**config.mk**
```make
export PLATFORM = sky130hd
export DESIGN_NAME = reg_ac_stack_flat
export DESIGN_NICKNAME = d
export VERILOG_FILES = /design/src/rtl/acc_pkg.sv /design/src/rtl/reg_ac_stack_if.sv /design/src/rtl/acc_lifo.sv /design/src/rtl/reg_ac_stack.sv /design/src/flat_wrapper.sv
export SDC_FILE = /design/constraint.sdc
export NUM_CORES = 1
export LEC_CHECK = 0
export ABC_AREA = 1
export CORE_ASPECT_RATIO = 0.8
export CORE_MARGIN = 2
export CORE_UTILIZATION = 53
export CTS_BUF_LIST = sky130_fd_sc_hd__clkbuf_16
export CTS_CLUSTER_DIAMETER = 100
export DETAILED_ROUTE_END_ITERATION = 8
export PLACE_DENSITY_LB_ADDON = 0.1
export SLEW_MARGIN = 40
export SYNTH_ARGS = -nofsm -noshare
export SYNTH_HDL_FRONTEND = slang
export SYNTH_SLANG_ARGS = --single-unit
```
**constraint.sdc**
```tcl
create_clock -name clk -period 3.5 [get_ports clk]
set_input_delay 0.7 -clock clk [delete_from_list [all_inputs] [get_ports clk]]
set_output_delay 0.7 -clock clk [all_outputs]
set_load 0.05 [all_outputs]
```
**src/rtl/acc_pkg.sv**
```systemverilog
// Shared types and defaults for the accumulator with LIFO save stack.
package acc_pkg;

    localparam int ACC_WIDTH = 16;
    localparam int ACC_DEPTH = 4;

    // Where the accumulator takes its next value from in a given cycle
    typedef enum logic [2:0] {
        SRC_HOLD,
        SRC_BUS,
        SRC_ALU,
        SRC_STK,
        SRC_ZERO
    } acc_src_t;

    // Operation requested of the save stack in a given cycle
    typedef enum logic [1:0] {
        OP_NONE,
        OP_PUSH,
        OP_POP,
        OP_XCHG
    } stk_op_t;

endpackage

```
**src/rtl/reg_ac_stack_if.sv**
```systemverilog
// Datapath-side bundle of the accumulator: load/stack controls in, value/flags out.
interface reg_ac_stack_if #(
    parameter int WIDTH = 16,
    parameter int DEPTH = 4,
    parameter int CW    = $clog2(DEPTH + 1)
);
    logic             write_en;
    logic [WIDTH-1:0] datain;
    logic             alu_write_en;
    logic [WIDTH-1:0] alu_out;
    logic             push;
    logic             pop;
    logic             err_clear;
    logic [WIDTH-1:0] dataout;
    logic             zero;
    logic             neg;
    logic [CW-1:0]    stk_count;
    logic             stk_full;
    logic             stk_empty;
    logic             err_conflict;
    logic             err_ovf;
    logic             err_unf;

    // Control side: issues loads and stack requests, observes the accumulator
    modport master (
        output write_en, datain, alu_write_en, alu_out, push, pop, err_clear,
        input  dataout, zero, neg, stk_count, stk_full, stk_empty,
               err_conflict, err_ovf, err_unf
    );

    // Accumulator side
    modport slave (
        input  write_en, datain, alu_write_en, alu_out, push, pop, err_clear,
        output dataout, zero, neg, stk_count, stk_full, stk_empty,
               err_conflict, err_ovf, err_unf
    );
endinterface

```
**src/rtl/acc_lifo.sv**
```systemverilog
// DEPTH-entry LIFO holding saved accumulator contexts; no wrap-around.
// Misuse (push while full, pop/exchange while empty) leaves state untouched
// and is reported on single-cycle ovf_o/unf_o strobes.
module acc_lifo
    import acc_pkg::*;
#(
    parameter int WIDTH = ACC_WIDTH,
    parameter int DEPTH = ACC_DEPTH,
    parameter int CW    = $clog2(DEPTH + 1)
) (
    input  logic             clk,
    input  logic             reset,
    input  stk_op_t          op_i,
    input  logic [WIDTH-1:0] din_i,
    output logic [WIDTH-1:0] top_o,
    output logic [CW-1:0]    count_o,
    output logic             full_o,
    output logic             empty_o,
    output logic             ovf_o,
    output logic             unf_o
);
    localparam int AW = (DEPTH > 1) ? $clog2(DEPTH) : 1;

    logic [WIDTH-1:0] mem_q [DEPTH];
    logic [CW-1:0]    count_q;
    logic [CW-1:0]    count_d;
    logic [CW-1:0]    top_idx;
    logic             do_push;
    logic             do_pop;
    logic             do_xchg;

    assign full_o  = (count_q == CW'(DEPTH));
    assign empty_o = (count_q == '0);
    assign count_o = count_q;

    // Top entry sits one below the count; only meaningful when non-empty
    assign top_idx = count_q - CW'(1);
    assign top_o   = mem_q[top_idx[AW-1:0]];

    assign do_push = (op_i == OP_PUSH) && !full_o;
    assign do_pop  = (op_i == OP_POP)  && !empty_o;
    assign do_xchg = (op_i == OP_XCHG) && !empty_o;

    assign ovf_o = (op_i == OP_PUSH) && full_o;
    assign unf_o = ((op_i == OP_POP) || (op_i == OP_XCHG)) && empty_o;

    // Next occupancy: exchange keeps the count
    always_comb begin
        count_d = count_q;
        if (do_push) begin
            count_d = count_q + CW'(1);
        end else if (do_pop) begin
            count_d = count_q - CW'(1);
        end
    end

    // Occupancy register; reset empties the stack, contents become don't-care
    always_ff @(posedge clk) begin
        if (reset) begin
            count_q <= '0;
        end else begin
            count_q <= count_d;
        end
    end

    // Storage: push writes the slot above the top, exchange overwrites the top
    always_ff @(posedge clk) begin
        if (!reset) begin
            if (do_push) begin
                mem_q[count_q[AW-1:0]] <= din_i;
            end else if (do_xchg) begin
                mem_q[top_idx[AW-1:0]] <= din_i;
            end
        end
    end

endmodule

```
**src/rtl/reg_ac_stack.sv**
```systemverilog
// Accumulator register fed from the bus or ALU, with a LIFO save stack for
// context push/pop/exchange, status flags and sticky misuse errors.
module reg_ac_stack
    import acc_pkg::*;
#(
    parameter int WIDTH = ACC_WIDTH,
    parameter int DEPTH = ACC_DEPTH
) (
    input  logic           clk,
    input  logic           reset,
    reg_ac_stack_if.slave  bus
);
    localparam int CW = $clog2(DEPTH + 1);

    logic [WIDTH-1:0] acc_q;
    logic [WIDTH-1:0] acc_d;
    acc_src_t         src_sel;
    stk_op_t          stk_op;
    logic             conflict;
    logic [WIDTH-1:0] stk_top;
    logic [CW-1:0]    stk_count;
    logic             stk_full;
    logic             stk_empty;
    logic             stk_ovf;
    logic             stk_unf;
    logic             err_conflict_q;
    logic             err_ovf_q;
    logic             err_unf_q;

    // Decode the request mix into an accumulator source and a stack operation.
    // Any illegal mix requests nothing from either and only raises conflict.
    always_comb begin
        src_sel  = SRC_HOLD;
        stk_op   = OP_NONE;
        conflict = 1'b0;
        if (bus.push) begin
            if (bus.pop) begin
                if (bus.write_en || bus.alu_write_en) begin
                    conflict = 1'b1;
                end else begin
                    stk_op  = OP_XCHG;
                    src_sel = SRC_STK;
                end
            end else if (bus.write_en && bus.alu_write_en) begin
                conflict = 1'b1;
            end else begin
                // Save-and-load: the stack captures the pre-edge accumulator
                stk_op = OP_PUSH;
                if (bus.write_en) begin
                    src_sel = SRC_BUS;
                end else if (bus.alu_write_en) begin
                    src_sel = SRC_ALU;
                end
            end
        end else begin
            case ({bus.write_en, bus.alu_write_en, bus.pop})
                3'b000:  src_sel = SRC_HOLD;
                3'b100:  src_sel = SRC_BUS;
                3'b010:  src_sel = SRC_ALU;
                3'b001: begin
                    stk_op  = OP_POP;
                    src_sel = SRC_STK;
                end
                default: conflict = 1'b1;
            endcase
        end
    end

    // Next accumulator value; a stack read from an empty stack holds instead
    always_comb begin
        acc_d = acc_q;
        case (src_sel)
            SRC_BUS:  acc_d = bus.datain;
            SRC_ALU:  acc_d = bus.alu_out;
            SRC_STK:  acc_d = stk_empty ? acc_q : stk_top;
            SRC_ZERO: acc_d = '0;
            default:  acc_d = acc_q;
        endcase
    end

    acc_lifo #(
        .WIDTH (WIDTH),
        .DEPTH (DEPTH),
        .CW    (CW)
    ) u_lifo (
        .clk     (clk),
        .reset   (reset),
        .op_i    (stk_op),
        .din_i   (acc_q),
        .top_o   (stk_top),
        .count_o (stk_count),
        .full_o  (stk_full),
        .empty_o (stk_empty),
        .ovf_o   (stk_ovf),
        .unf_o   (stk_unf)
    );

    // Accumulator and sticky errors; a new error event outranks err_clear
    always_ff @(posedge clk) begin
        if (reset) begin
            acc_q          <= '0;
            err_conflict_q <= 1'b0;
            err_ovf_q      <= 1'b0;
            err_unf_q      <= 1'b0;
        end else begin
            acc_q          <= acc_d;
            err_conflict_q <= (err_conflict_q & ~bus.err_clear) | conflict;
            err_ovf_q      <= (err_ovf_q      & ~bus.err_clear) | stk_ovf;
            err_unf_q      <= (err_unf_q      & ~bus.err_clear) | stk_unf;
        end
    end

    assign bus.dataout      = acc_q;
    assign bus.zero         = (acc_q == '0);
    assign bus.neg          = acc_q[WIDTH-1];
    assign bus.stk_count    = stk_count;
    assign bus.stk_full     = stk_full;
    assign bus.stk_empty    = stk_empty;
    assign bus.err_conflict = err_conflict_q;
    assign bus.err_ovf      = err_ovf_q;
    assign bus.err_unf      = err_unf_q;

endmodule

```
**src/flat_wrapper.sv**
```systemverilog
// flat-port wrapper written by rule: the top's interface ports become plain ports
module reg_ac_stack_flat import acc_pkg::*;
#(
    parameter int WIDTH = ACC_WIDTH,
    parameter int DEPTH = ACC_DEPTH
)
  (clk, reset, bus_write_en, bus_datain, bus_alu_write_en, bus_alu_out, bus_push, bus_pop, bus_err_clear, bus_dataout, bus_zero, bus_neg, bus_stk_count, bus_stk_full, bus_stk_empty, bus_err_conflict, bus_err_ovf, bus_err_unf);
  reg_ac_stack_if #(.WIDTH(WIDTH), .DEPTH(DEPTH)) bus_i ();
  input  logic clk;
  input  logic reset;
  input wire logic [$bits(bus_i.write_en)-1:0] bus_write_en;
  input wire logic [$bits(bus_i.datain)-1:0] bus_datain;
  input wire logic [$bits(bus_i.alu_write_en)-1:0] bus_alu_write_en;
  input wire logic [$bits(bus_i.alu_out)-1:0] bus_alu_out;
  input wire logic [$bits(bus_i.push)-1:0] bus_push;
  input wire logic [$bits(bus_i.pop)-1:0] bus_pop;
  input wire logic [$bits(bus_i.err_clear)-1:0] bus_err_clear;
  output wire logic [$bits(bus_i.dataout)-1:0] bus_dataout;
  output wire logic [$bits(bus_i.zero)-1:0] bus_zero;
  output wire logic [$bits(bus_i.neg)-1:0] bus_neg;
  output wire logic [$bits(bus_i.stk_count)-1:0] bus_stk_count;
  output wire logic [$bits(bus_i.stk_full)-1:0] bus_stk_full;
  output wire logic [$bits(bus_i.stk_empty)-1:0] bus_stk_empty;
  output wire logic [$bits(bus_i.err_conflict)-1:0] bus_err_conflict;
  output wire logic [$bits(bus_i.err_ovf)-1:0] bus_err_ovf;
  output wire logic [$bits(bus_i.err_unf)-1:0] bus_err_unf;
  assign bus_i.write_en = bus_write_en;
  assign bus_i.datain = bus_datain;
  assign bus_i.alu_write_en = bus_alu_write_en;
  assign bus_i.alu_out = bus_alu_out;
  assign bus_i.push = bus_push;
  assign bus_i.pop = bus_pop;
  assign bus_i.err_clear = bus_err_clear;
  assign bus_dataout = bus_i.dataout;
  assign bus_zero = bus_i.zero;
  assign bus_neg = bus_i.neg;
  assign bus_stk_count = bus_i.stk_count;
  assign bus_stk_full = bus_i.stk_full;
  assign bus_stk_empty = bus_i.stk_empty;
  assign bus_err_conflict = bus_i.err_conflict;
  assign bus_err_ovf = bus_i.err_ovf;
  assign bus_err_unf = bus_i.err_unf;
  reg_ac_stack #(.WIDTH(WIDTH), .DEPTH(DEPTH)) u_core (.clk(clk), .reset(reset), .bus(bus_i));
endmodule
```
* Word level (Yosys, flattened, before mapping)
Memories as Yosys holds them, arrays and structs flattened.
Cells that the tools add are included.
** Word-level totals
- Word-level logic and storage cells :: 76
- Memories kept :: 1
- Register bits after elaboration :: 22
- Bits in writable memories :: 64
- Output and inout bits :: 26
** Memory list
- u_core.u_lifo.mem_q :: depth 4, width 16, read ports 1, clocked after memory_dff 0, write ports 1, RTL line acc_lifo.sv:24 : logic [WIDTH-1:0] mem_q [DEPTH];
** Cells by class
- Equal/unequal tests :: 12
- Reduce and logical (&&, ||, !) cells :: 18
- Add/subtract/negate cells :: 2
- Muxes and demuxes :: 31
- Bitwise logic cells :: 7
** Operators by type and width (count)
- $pmux W16 S4 :: 1
- $mux W16 :: 2
- $mux W3 :: 6
- $logic_not A16 Y1 :: 1
- $reduce_or A16 Y1 :: 1
- $mux W1 :: 14
- $mux W2 :: 7
- $eq A3 B2 Y1 const B :: 3
- $eq A3 B3 Y1 const B :: 3
- $eq A3 B1 Y1 const B :: 2
- $logic_and A1 B1 Y1 :: 6
- $logic_not A3 Y1 :: 2
- $pmux W2 S3 :: 1
- $eq A2 B2 Y1 const B :: 2
- $reduce_bool A4 Y1 :: 1
- $reduce_or A4 Y1 :: 1
- $add A3 B1 Y3 const B :: 1
- $and A1 B1 Y1 :: 3
- $or A1 B1 Y1 :: 3
- $sub A3 B1 Y3 const B :: 1
- $eq A2 B1 Y1 const B :: 1
- $logic_not A1 Y1 :: 2
- $logic_or A1 B1 Y1 :: 2
- $ne A2 B2 Y1 const B :: 1
- 3 further kinds :: 3

* Longest topological paths before layout
Gate-level depths: netlist of run 1.
- Depth after elaboration :: 12
- Depth in mapped cells :: 14
- Mapped depth without buffers :: 12

* Cells and area by module
From an unflattened synthesis of run 1, not the netlist that was laid out.
** Second synthesis, totals
- Cells, all modules :: 427
- Area total of the unflattened synthesis :: 4055.1 sq um
** Modules (own cells, without submodules)
- acc_lifo :: area each 2741.4 sq um, times used 1, cells an instance 219
- reg_ac_stack :: area each 1313.8 sq um, times used 1, cells an instance 208

* Least setup slack after synthesis of run 1
Ideal clock, no wire load.
- Kind :: reg2reg
- Start point :: register u_core.u_lifo.count_q[0], in the netlist u_core.u_lifo.count_o[0]
- End point :: memory u_core.u_lifo.mem_q[0][0], enable pin
- Buffers on the path :: 2
- Library setup time :: 388 ps
- Stages on the path, launching flop included :: 12
- Slack :: 381 ps
- Required time :: 3112 ps
- Data arrival time :: 2731 ps
- Cells stage by stage :: dfxtp_1 buf_4 inv_2 buf_2 ha_1 inv_1 nor2_4 nor3_4 nand2_2 nand2_1 nand2_1 nor2_1
** Between the ends
- Cells in the longest elaborated chain, start to end :: 9
** Ends and longest elaborated chain
- start, declared :: RTL line acc_lifo.sv:25 : logic [CW-1:0] count_q;
- start signal, assigned :: RTL line acc_lifo.sv:62 : count_q <= count_d;
- $logic_not A3 Y1 * :: RTL line acc_lifo.sv:33 : assign empty_o = (count_q == '0);
- named net bus_stk_empty :: RTL line flat_wrapper.sv:23 : output wire logic [$bits(bus_i.stk_empty)-1:0] bus_stk_empty;
- $logic_not A1 Y1 * :: RTL line acc_lifo.sv:42 : assign do_xchg = (op_i == OP_XCHG) && !empty_o;
- $logic_and A1 B1 Y1 * :: RTL line acc_lifo.sv:42
- $mux W1 * :: RTL line acc_lifo.sv:71 : end else if (do_xchg) begin
- $mux W1 * :: RTL line acc_lifo.sv:69 : if (do_push) begin
- $mux W1 * :: RTL line acc_lifo.sv:68 : if (!reset) begin
- $mux W1 (not written as such) * :: RTL line acc_lifo.sv:72 : mem_q[top_idx[AW-1:0]] <= din_i;
- $reduce_or A16 Y1 (no line)
- $mux W2 (no line) or $mux W1 (tied branches)
- end, declared :: RTL line acc_lifo.sv:24
The timed path passes the listed nets; every way through them passes the cells marked *.

* Worst setup path after layout of run 1
- Start point :: register u_core.acc_q[15], in the netlist u_core.bus.dataout[15]
- End point :: output bus_zero
** Between the ends
- Cells in the longest elaborated chain, start to end :: 1
** Ends and longest elaborated chain
- start, declared :: RTL line reg_ac_stack.sv:15 : logic [WIDTH-1:0] acc_q;
- start signal, assigned :: RTL line reg_ac_stack.sv:101 : acc_q <= '0;
- start signal, assigned :: RTL line reg_ac_stack.sv:106 : acc_q <= acc_d;
- $logic_not A16 Y1 :: RTL line reg_ac_stack.sv:114 : assign bus.zero = (acc_q == '0);
- end, declared :: RTL line flat_wrapper.sv:19 : output wire logic [$bits(bus_i.zero)-1:0] bus_zero;
Every way passes these cells.

==> impl_metrics.json, run 1 <==
{
  "outcome": "complete, no violations",
  "place_inst": 530,
  "path_cells": "nor4_1 -> nand2_1 -> nor2_1 -> clkdlybuf4s50_1",
  "syn_inst": 385,
  "drc": 0,
  "ant_nets": 0,
  "power_density_nw_per_um2": 570,
  "area_delta_synth_final_pct": 26.9,
  "cts_setup_buffers": 0,
  "grt_setup_unrepaired": "false",
  "multi_input_area_um2": 1250,
  "core-area_um2": 6930,
  "clock_skew_ns": 0.00549,
  "placementRows": 27,
  "pin_count": 65,
  "synth_warnings": 0,
  "clock.fmax_mhz": 353,
  "globalplace.congestion": 0.871,
  "port_buffers": 64,
  "synth_area_leaders": "edfxtp_1, nand2_1, dfxtp_1",
  "regArea_um2": 2360,
  "synth_top_area_cell": "edfxtp_1",
  "cts_buffer_depth": 2,
  "cap_violations": 0,
  "grt_pass1_wl_mm": 14.3,
  "die_area_um2": 7880,
  "synth-async-reset-ratio_pct": 0,
  "synth-simple-area-share_pct": 22.9,
  "setup_viol": 0,
  "yosys.area_share.adder_pct": 1.64,
  "worst_slack_ns": 0.670,
  "synth_compound_area_share_pct": 7.92,
  "nets": 498,
  "worstPathArrival_ns": 2.13,
  "period_needed_ns": 2.83,
  "post-route-period-util_pct": 80.9,
  "synth.cell_area_um2": 3810,
  "synth_edf_count": 64,
  "clock_latency_ns": 0.34,
  "die_h_um": 79.8,
  "path_max_fanout": 8,
  "grt_max_degree": 38,
  "initial_core_util_pct": 55.0,
  "ys_seq_elements": 86,
  "critPathKind": "flop to primary output",
  "tightestPinTransition_ns": 0.603,
  "grt_overflow": 0,
  "synth_nets": 429,
  "setup_tns_ns": 0,
  "grt_pass1_vias": 2906,
  "drt_first_pass_iters": 5,
  "cp_slowest_stage_delay_ns": 0.81,
  "dp_slack_ns": 0.401,
  "synth_cell_types": 30,
  "min_path_type": "flop to flop",
  "htreeDepth": 3,
  "slew_headroom_pct": 59.8,
  "routedWlPerCell_um": 16.4,
  "layout-drive-gt1-share_pct": 8.06,
  "cts_hold_buf": 0,
  "diodes": 0,
  "postSynthAreaPerCell_um2": 9.89,
  "synth-xor-area-share_pct": 0.460,
  "cpMaxStageDelayCell": "clkdlybuf4s50_1",
  "cts-resized-gates": 0,
  "cp-start-kind": "flop",
  "grt_usage_pct": 24.2,
  "peakVddDrop_mv": 0.367,
  "synth_top_family_by_area": "simple AND/OR/NAND/NOR gates",
  "synth_seq_area_share_pct": 62.0,
  "yosysTopAreaCellShare_pct": 50.5,
  "hpwl_mm": 5.68,
  "synth_common_cells": "nand2_1, edfxtp_1, nand3_1",
  "final_cells": 546,
  "synth.most_common_cell": "nand2_1",
  "vias": 2983,
  "slew_violations": 0,
  "leakage_nw": 1.89,
  "hold_violations": 0,
  "cts_tree": "yes",
  "required_ns": 2.80,
  "critPathCaptureType": "primary output",
  "cts-root-buf": "clkbuf_16",
  "die-width_um": 98.8,
  "drt_iter0_drc": 212,
  "drt_wl_total_mm": 8.94,
  "synth_ff_type": "edfxtp_1",
  "cts_made_buffers": 9,
  "antenna_found_initial": 0,
  "fillCellCount": 523,
  "clk_pin_slew_ns": 0.06,
  "via_per_inst": 5.46,
  "synth.area.mux_share_pct": 0,
  "cts.sinks": 86
}
-- where the power goes --
part / total (mW) / switching [mW] / leakage (nW) / internal [mW]
sequential: 1.24 / 0.0666 / 0.771 / 1.17
clock: 0.923 / 0.375 / 0.150 / 0.548
combinational: 0.597 / 0.393 / 0.973 / 0.204
total: 2.76 / 0.834 / 1.89 / 1.92
-- path summary, 6_finish.rpt --
path / from / endpoint / slack, ns / cells after the start
setup / recovery: u_core.bus.dataout[15]$_SDFFE_PP0P_ / bus_zero / 0.67 / 4
hold reg to reg: u_core.bus.err_unf$_SDFF_PP0_ / u_core.bus.err_unf$_SDFF_PP0_ / 0.47 / 2
hold / removal: u_core.bus.err_unf$_SDFF_PP0_ / u_core.bus.err_unf$_SDFF_PP0_ / 0.47 / 2
setup reg to reg: u_core.u_lifo.count_o[0]$_SDFFE_PP0P_ / u_core.u_lifo.mem_q[3][7]$_DFFE_PP_ / 1.00 / 8
-- critical path, delay by kind of cell, from the launching register on --
kind	cells	cell delay, ns
DFF	1	0.39
buffers and inverters	1	0.81
and+or+nand+nor	3	0.57
-- cell usage in the layout, fill, tap and decap left out --
master | synthesis | routed
a211oi_1 | 1 | 1
a21boi_0 | 9 | 9
a21oi_1 | 13 | 13
a31oi_1 | 9 | 9
buf_4 | 2 | 16
bufinv_16 | 0 | 1
clkbuf_16 | 0 | 9
clkdlybuf4s50_1 | 0 | 62
clkinv_1 | 0 | 1
clkinv_2 | 1 | 1
clkinv_4 | 0 | 3
dfxtp_1 | 22 | 22
edfxtp_1 | 64 | 64
ha_1 | 5 | 5
inv_1 | 17 | 19
inv_2 | 2 | 2
nand2_1 | 121 | 121
nand2_2 | 1 | 1
nand3_1 | 57 | 57
nand3b_1 | 1 | 1
nand4_1 | 1 | 1
nor2_1 | 14 | 14
nor2_4 | 1 | 1
nor3_4 | 1 | 1
nor4_1 | 4 | 4
o21ai_0 | 12 | 12
o21ai_1 | 4 | 4
o21ai_2 | 1 | 1
o21ai_4 | 1 | 1
or2_1 | 1 | 1
xor2_1 | 2 | 2
-- registers in the layout (all words and copies together), names as in the netlist --
register                 flops
u_core.bus.err_unf           1
u_core.u_lifo.count_o        3
u_core.bus.err_conflict      1
u_core.bus.err_ovf           1
u_core.u_lifo.mem_q         64
u_core.bus.dataout          16
-- per-stage QoR --
| stage | area [um^2] | util, % | hold WS [ns] | total power, mW |
|---|---|---|---|---|
| 3_5_place_dp | 4540 | 65.6 | 0.464 | 1.85 |
| 4_1_cts | 4830 | 69.8 | 0.474 | 2.76 |
| 3_3_place_gp | 4540 | 65.6 | 0.453 | 1.84 |
| 5_1_grt | 4830 | 69.8 | 0.500 | 2.86 |
| 2_1_floorplan | 3810 | - | 0.606 | 1.64 |
| 6_report | 4830 | 69.8 | 0.473 | 2.76 |
-- cell families (layout without fill, tap and decap cells) --
family	after synthesis	in the layout
flops	86	86
simple gates	202	202
xor+xnor	2	2
fa+ha+maj	5	5
compound gates	50	50
buf+inv	40	114
-- layer usage --
metal / share of wire, % / track usage (%) / vias to the layer above
met1: 43 / 30.3 / 1392
li1: - / - / 1456
met2: 48 / 40.4 / 119
met5: 0 / 0 / -
met3: 7.5 / 7.09 / 16
met4: 1.8 / 8.49 / 0
-- area by class of cell --
| type | instances | area share, % |
|---|---|---|
| clock inverter | 7 | 1.40 |
| multi-input combinational | 259 | 25.9 |
| clock buffer | 9 | 4.66 |
| tap | 87 | 2.25 |
| timing repair buffer | 78 | 15.3 |
| sequential | 86 | 48.9 |
| inverter | 20 | 1.58 |
No activity file was read; power rests on OpenSTA's default activity.
==> inputs of run 2 (changes only) <==
- CORE_UTILIZATION: 53 -> 48
- clock period: 3.5 -> 2.55 ns (I/O delays scaled with it)
==> run 2 against run 1 <==
Against the previous run: clock skew hardly changed; sequential power is 36% higher; sequential cell count stayed put; wire length hardly changed; clock power is 33% higher; combinational power is 49% higher; first-iteration DRC count is 45% lower; clock-buffer cell count stayed put; cell count is 4.6% higher; sequential share of layout area is 1.5 points lower; cell area is 3.4% higher; critical path depth is 3 lower; highest routed layer unchanged.
==> impl_metrics.json, run 2 (synthesis gave the netlist of run 1 again) <==
{
  "path_cells": "clkdlybuf4s50_1",
  "setup_tns_ns": 0,
  "cap_violations": 0,
  "port_buffers": 64,
  "hpwl_mm": 5.75,
  "grt_max_degree": 38,
  "vias": 3023,
  "hold_violations": 0,
  "slew_violations": 0,
  "fillCellCount": 644,
  "grt_pass1_vias": 2795,
  "critPathKind": "flop to primary output",
  "ant_nets": 0,
  "initial_core_util_pct": 48.8,
  "grt_pass1_wl_mm": 14.5,
  "drt_first_pass_iters": 4,
  "period_needed_ns": 2.26,
  "cts.sinks": 86,
  "die-width_um": 104,
  "setup_viol": 0,
  "required_ns": 2.04,
  "cp-startpoint": "u_core.bus.dataout[8]$_SDFFE_PP0P_",
  "tightestPinTransition_ns": 0.519,
  "final_common_cell": "nand2_1",
  "area_delta_synth_final_pct": 31.2,
  "reg2reg_from": "u_core.u_lifo.count_o[1]$_SDFFE_PP0P_",
  "clk_pin_slew_ns": 0.07,
  "pin_count": 65,
  "cts-root-buf": "clkbuf_16",
  "post-route-util_pct": 64.1,
  "drc": 0,
  "htreeDepth": 3,
  "path_buf_inv": 1,
  "grt_overflow": 0,
  "grt_usage_pct": 21.8,
  "slew_headroom_pct": 65.3,
  "layout-drive-gt1-share_pct": 11.0,
  "clock_skew_ns": 0.00514,
  "final_cell_mix": "nand2_1, edfxtp_1, clkdlybuf4s50_1, nand3_1, dfxtp_1",
  "die_area_um2": 8670,
  "antenna_found_initial": 0,
  "grt_setup_unrepaired": "false",
  "peakVddDrop_mv": 0.455,
  "outcome": "complete, no violations",
  "drt_wl_total_mm": 8.93,
  "post-route-period-util_pct": 88.6,
  "clock_latency_ns": 0.34,
  "nets": 502,
  "cts-resized-gates": 0,
  "cp-start-kind": "flop",
  "path_delay_family": "buffers and inverters",
  "leakage_nw": 1.93,
  "diodes": 0,
  "via_per_inst": 5.29,
  "cts_made_buffers": 9,
  "cts_setup_buffers": 0,
  "min_from": "u_core.bus.err_ovf$_SDFF_PP0_",
  "routedWlPerCell_um": 15.6,
  "cts_buffer_depth": 2,
  "die_h_um": 83.7,
  "cts_tree": "yes",
  "drt_iter0_drc": 116,
  "cp_slowest_stage_delay_ns": 0.88,
  "worstPathArrival_ns": 1.75,
  "power_density_nw_per_um2": 763,
  "critPathCaptureType": "primary output",
  "core-area_um2": 7800,
  "cts_hold_buf": 0,
  "cpMaxStageDelayCell": "clkdlybuf4s50_1",
  "placementRows": 29,
  "largest_register_ffs": 64,
  "globalplace.congestion": 0.794,
  "min_path_type": "flop to flop",
  "clock.fmax_mhz": 443,
  "path_max_fanout": 7
}
==> run 2: cell types whose count changed in the layout (fill, tap and decap cells not counted), sizes merged <==
cell	change
clkinv	-2
clkdlybuf4s50	-1
bufinv	-1
inv	+3
buf	+5
==> run 2: routing by layer <==
metal	up-vias	global-route usage (%)	share of wire (%)	wire, um
met1	1432	29.0	45	4060
met3	8	5.70	6.8	607
met5	-	0	0	0
met2	110	35.6	47	4190
li1	1473	-	-	-
met4	0	6.02	0.81	72
==> run 2: report_power, final <==
group	total [mW]	internal, mW	switching [mW]
logic	0.887	0.324	0.564
clock network	1.23	0.675	0.558
registers	1.69	1.61	0.0887
total	3.82	2.61	1.21
==> run 2: cell type report <==
| type | count | area, um^2 | share of cell area (%) |
|---|---|---|---|
| Sequential cell | 86 | 2370 | 47.3 |
| Multi-Input combinational cell | 259 | 1280 | 25.7 |
| Timing Repair Buffer | 82 | 856 | 17.1 |
| Clock buffer | 9 | 225 | 4.51 |
| Tap cell | 108 | 135 | 2.70 |
| Inverter | 20 | 76.3 | 1.53 |
| Clock inverter | 7 | 55.1 | 1.10 |
==> run 2: final timing paths <==
check / endpoint / slack (ns) / cells after the start
min: u_core.bus.err_ovf$_SDFF_PP0_ / 0.46 / 2
max reg2reg: u_core.u_lifo.mem_q[3][6]$_DFFE_PP_ / 0.44 / 10
max: bus_dataout[8] / 0.29 / 1
min reg2reg: u_core.bus.err_ovf$_SDFF_PP0_ / 0.46 / 2
==> run 2: through the flow <==
stage	setup WS (ns)	area (um^2)	hold slack [ns]	std cells	power, mW
finish	0.292	5000	0.461	571	3.82
global route	0.113	5000	0.483	571	3.99
CTS	0.293	5000	0.463	571	3.84
detailed placement	-0.0234	4720	0.453	555	2.61
global placement	0.00859	4720	0.452	555	2.60
floorplan	0.0000808	3850	0.579	385	2.27
